===== src/rtl/enc4x2_evt.sv =====
// Event encoder: detects falling edges on four active-low select lines, queues one
// pending event per line and presents the highest-priority index on a valid/ready port.
module enc4x2_evt #(
  parameter int SYNC_STAGES = 2
) (
  input  logic       clk,
  input  logic       rst,
  input  logic       en,
  input  logic [3:0] y_n,
  input  logic       ready,
  output logic       a,
  output logic       b,
  output logic       valid,
  output logic       drop
);

  logic [3:0] r_sync [SYNC_STAGES];
  logic [3:0] r_hist;
  logic [3:0] r_pend;
  logic [1:0] r_code;
  logic       r_valid;
  logic       r_drop;

  logic [3:0] w_fall;
  logic [3:0] w_cand;
  logic [3:0] w_ld;
  logic [3:0] w_pend_nxt;
  logic [1:0] w_idx;
  logic       w_slot;
  logic       w_load;
  logic       w_drop;

  always_ff @(posedge clk) begin
    if (rst) begin
      for (int i = 0; i < SYNC_STAGES; i++) r_sync[i] <= 4'hF;
      r_hist <= 4'hF;
    end else begin
      r_sync[0] <= y_n;
      for (int i = 1; i < SYNC_STAGES; i++) r_sync[i] <= r_sync[i-1];
      r_hist <= r_sync[SYNC_STAGES-1];
    end
  end

  assign w_fall = r_hist & ~r_sync[SYNC_STAGES-1] & {4{en}};
  assign w_cand = r_pend | w_fall;
  assign w_slot = ~r_valid | ready;
  assign w_load = w_slot & (|w_cand);

  always_comb begin
    w_idx = 2'd0;
    if (w_cand[3])      w_idx = 2'd3;
    else if (w_cand[2]) w_idx = 2'd2;
    else if (w_cand[1]) w_idx = 2'd1;
  end

  assign w_ld = w_load ? (4'b0001 << w_idx) : 4'b0000;

  // A loaded line keeps its pending bit only when a fresh edge arrives in the same cycle.
  assign w_pend_nxt = (w_ld & r_pend & w_fall) | (~w_ld & (r_pend | w_fall));
  assign w_drop     = |(w_fall & r_pend & ~w_ld);

  always_ff @(posedge clk) begin
    if (rst) begin
      r_pend  <= 4'b0000;
      r_code  <= 2'd0;
      r_valid <= 1'b0;
      r_drop  <= 1'b0;
    end else begin
      r_pend <= w_pend_nxt;
      r_drop <= w_drop;
      if (w_slot) begin
        r_valid <= w_load;
        if (w_load) r_code <= w_idx;
      end
    end
  end

  assign a     = r_code[1];
  assign b     = r_code[0];
  assign valid = r_valid;
  assign drop  = r_drop;

endmodule


===== config.mk =====
export PLATFORM = sky130hd
export DESIGN_NAME = enc4x2_evt
export DESIGN_NICKNAME = d
export VERILOG_FILES = /design/src/rtl/enc4x2_evt.sv
export SDC_FILE = /design/constraint.sdc
export NUM_CORES = 1
export LEC_CHECK = 0
export CORE_MARGIN = 8
export CORE_UTILIZATION = 50
export CTS_CLUSTER_DIAMETER = 200
export DETAILED_ROUTE_END_ITERATION = 8
export GPL_ROUTABILITY_DRIVEN = 0
export PLACE_DENSITY = 0.84
export SETUP_SLACK_MARGIN = 0.2
export SLEW_MARGIN = 20
export SYNTH_ARGS = -nofsm -noshare
export SYNTH_HDL_FRONTEND = slang
export SYNTH_SLANG_ARGS = --single-unit
export TNS_END_PERCENT = 50

===== constraint.sdc =====
create_clock -name clk -period 1.4 [get_ports clk]
set_input_delay 0.14 -clock clk [delete_from_list [all_inputs] [get_ports clk]]
set_output_delay 0.14 -clock clk [all_outputs]
set_load 0.01 [all_outputs]

=== Word level (Yosys, flattened, before mapping) ===
Memories as Yosys holds them, arrays and structs flattened.
Cells that the tools add are included.

* Bitwise gates (word level): 16
* Add/subtract/negate cells: 0
* Magnitude comparators: 0
* Shift operators: 1
* Multiply operators: 0
* Mux-type cells: 9
* Divide/modulo/power cells: 0
* Reductions and logical operators: 3
* Equality and inequality tests: 0

{| class="wikitable"
|+ Operators by type and width
! kind !! number
|-
| $and A4 B4 Y4 || 7
|-
| $mux W4 || 3
|-
| $not A4 Y4 || 2
|-
| $or A4 B4 Y4 || 2
|-
| $reduce_or A4 Y1 || 2
|-
| $mux W1 || 4
|-
| $mux W2 || 2
|-
| $shl A1 B2 Y4 const A || 1
|-
| $or A1 B1 Y1 || 3
|-
| $reduce_and A2 Y1 || 1
|-
| $and A1 B1 Y1 || 1
|-
| $not A1 Y1 || 1
|}

* Bits in latches: 0
* Bits in read-only memories: 0
* Memories kept: 1
* Bits in writable memories: 8
* Bits in registers: 12
* Word-level logic and storage cells: 35
* Input port bits: 8

{| class="wikitable"
|+ Memory list
! memory !! depth !! bits a word !! read ports !! clocked after memory_dff !! wr ports !! line !! RTL
|-
| r_sync || 2 || 4 || 2 || 0 || 2 || 17 || <nowiki>logic [3:0] r_sync [SYNC_STAGES];</nowiki>
|}

=== Longest topological paths before layout ===
An unclocked memory read counts as a cell.

* Word-level depth: 13
* Mapped depth: 5
* Depth with buffers taken out: 4

=== Least setup slack after synthesis ===
OpenSTA, ideal clock, no wires.

* Path type: flip-flop to flip-flop
* Start point: mem r_sync[1][3] (netlist: r_sync[0][7])
* End point: reg r_pend[2]
* Required time: 1.270 ns
* Setup time: 0.130 ns
* Path slack: 0.280 ns
* Buffers on the path: 1
* Data arrival time: 0.990 ns
* Stages on the path, launching flop included: 5
* Path through: dfxtp_1 > and3b_1 > buf_6 > o41ai_1 > a21oi_1

{| class="wikitable"
|+ RTL lines
! item !! line !! RTL
|-
| start: declaration || 17 ||
|-
| end signal: assignment || 69 || <nowiki>r_pend <= w_pend_nxt;</nowiki>
|-
| end: declaration || 19 || <nowiki>logic [3:0] r_pend;</nowiki>
|}

==> flow_summary.yaml <==
run_status:
  run_status: "completed"
worst_hold_path:
  hold_start: "en"
  hp-class: "in2reg"
  min_to: "r_pend[1]"
  hold_path_depth: 3
grt:
  grt_remaining_overflow: 0
  grt_pass1_wl_mm: 2.16
  antenna_found_initial: 0
  grt_pass1_vias: 553
  grtUsageMet2_pct: 13.1
  grt_max_degree: 18
  met3_usage_pct: 3.65
  met1_usage_pct: 8.55
  grt_busiest_layer: "met2"
  grt_usage_pct: 8.30
routing:
  postRouteAntennaNets: 0
  drt_iter0_drc: 15
  vias: 643
  post-route-drc-count: 0
  wl_mm: 1.47
  avgViaCountPerCell: 5.85
  wl_per_cell_um: 13.3
  first_pass_iters: 4
clock_tree:
  clk_latency_ns: 0.30
  cts_tree: "built"
  cts_buffer_depth: 2
  clockRootBuffer: "clkbuf_4"
  cts.sinks: 20
  cts_max_level: 1
  clk_pin_slew_ns: 0.11
  cts_buffers: 3
yosys:
  synth_top_area_share_pct: 50.2
  synth-compound-area-share_pct: 16.2
  syn_inst: 80
  synthMuxAreaShare_pct: 0
  synthAdderAreaFrac_pct: 0
  yosys.area_share.simple_pct: 28.4
  synth_cell_types: 26
  synth_top_cells_by_area: "dfxtp_1 50%, or2_2 9.4%, buf_6 4.2%, a21oi_1 3.8%, nand3b_1 2.8%"
  yosysMostFrequentCell: "dfxtp_1"
  ys.flop_type: "dfxtp_1"
  yosys_warnings: 0
  async_flop_share_pct: 0
  synth_xor_area_share_pct: 0
  syn_area_per_cell_um2: 9.96
  synth_area_um2: 797
  synth-seq-area-share_pct: 50.2
  synth_seq_cells: 20
  synth_top_family_by_area: "simple AND/OR/NAND/NOR gates"
  synth_fp_nets: 88
  synth_enable_flop_cells: 0
  synth_commonest_cells: "20 x dfxtp_1, 12 x or2_2, 6 x a21oi_1"
  yosysTopAreaCell: "dfxtp_1"
sta:
  worst_pin_slew_ns: 0.438
  setup_tns_ns: 0
  max_freq_ghz: 0.831
  fin_crit_sh_pct: 86.0
  skew_ns: 0.00338
  slew_headroom_pct: 70.7
  holdWs_ns: 0.336
  setup_viol_count_final: 0
  final_max_slew_viol_count: 0
  rsz0062_at_grt: "yes"
  period_needed_ns: 1.20
  hold_viol: 0
worst_setup_path:
  end_kind: "register"
  required_ns: 1.61
  worstRegToRegCells: 4
  critPathLaunchType: "register"
  rrSetupSlack_ns: 0.20
  path_class: "reg2reg"
  r2r-end: "drop"
  worstPathMaxFanout: 5
  arrival_ns: 1.41
  rr_startpoint: "r_sync[0][7]"
job:
  drv_cap: 0
floorplan:
  coreArea_mm2: 0.00151
  fp.dieW_um: 55.9
  die_h_um: 55.9
  rows: 14
  start_util_pct: 52.9
  dieArea_mm2: 0.00313
  pin_count: 12
final_layout:
  final_cells: 110
  final_layout_size_suffix_gt1_share_pct: 34.0
  layout.nets: 103
  n_antenna_cell: 0
  syn_to_final_growth_pct: 22.0
placed_design:
  port_buffers: 11
  hpwl_mm: 1.03
  dp.cells: 105
power:
  power_leakage_nw: 0.410
  power_w: 0.00102
  ir_drop_mv: 0.715
  power.density_mw_per_mm2: 1050
[per-layer routing]
metal / part of all wire, % / routed length [um] / vias to the layer above
met5: 0 / 0 / -
met4: 1.6 / 24 / 0
met3: 8.5 / 125 / 5
met2: 47 / 696 / 30
met1: 42 / 620 / 292
li1: - / - / 316
[registers in the layout, indices dropped and copies added, names as in the netlist]
name,flops
r_sync,8
r_hist,4
r_pend,4
r_code,2
drop,1
valid,1
[worst max-delay path by stage]
stage / from / to / slack [ns] / cells past startpoint
after floorplan: r_sync[0][7] / r_pend[2] / 0.28 / 4
after global placement: en / r_code[0] / -0.15 / 5
after detailed placement: en / r_code[0] / -0.21 / 5
after CTS: drop / drop / 0.11 / 1
after global routing: r_sync[0][7] / valid / 0.1 / 4
final: r_sync[0][7] / drop / 0.20 / 4
[what timing repair did]
action                     4_1_cts  5_1_grt
setup endpoints to repair        7        8
gates resized for setup          3       12
hold buffers                     0        0
gates cloned                     0        0
buffers inserted                 0        1
pin swaps                        0        2
[area by class of cell]
cell class	count	area, um^2
inverters	1	3.75
well taps	16	20.0
fillers	122	534
repair buffers	14	134
clock buffers	4	36.3
flip-flops and latches	20	405
multi-input cells	55	373
[through the flow]
step	cell area, um^2	util (%)	worst slack, ns
3_3_place_gp	905	60.0	-0.147
3_5_place_dp	905	60.0	-0.210
5_1_grt	972	64.5	0.0995
4_1_cts	937	62.2	0.107
6_report	972	64.5	0.196
2_1_floorplan	797	-	0.280
[power by group]
part,internal [W],switching [W]
combinational,0.0000536,0.0000447
clock,0.000159,0.000168
sequential,0.000590,0.00000886
[critical path: stages (launching register included)]
cell,delay [ns]
dfxtp_2,0.34
nand3b_1,0.18
nand4_1,0.24
o211ai_1,0.13
o32ai_1,0.22
[placed cells by master (no fill, tap or decap), types with 2 or more instances in the layout]
master	synthesis	routed
a21oi_1	6	6
and3b_2	2	3
buf_4	0	3
clkbuf_4	0	3
clkdlybuf4s50_1	0	6
dfxtp_1	20	16
dfxtp_2	0	4
dlygate4sd2_1	0	3
dlymetal6s2s_1	0	2
nand2_1	3	3
nand2b_1	2	2
nand3b_1	3	3
nor2_1	3	2
nor4_1	3	3
o21ai_0	4	3
o31ai_1	2	2
o41ai_1	2	2
or2_2	12	12
[cells by family after synthesis]
| kind of cell | count (synthesis) |
|---|---|
| DFF | 20 |
| buffers and inverters | 5 |
| and+or+nand+nor | 35 |
| AOI/OAI and AO/OA | 20 |
(Power assumes the default switching activity.)
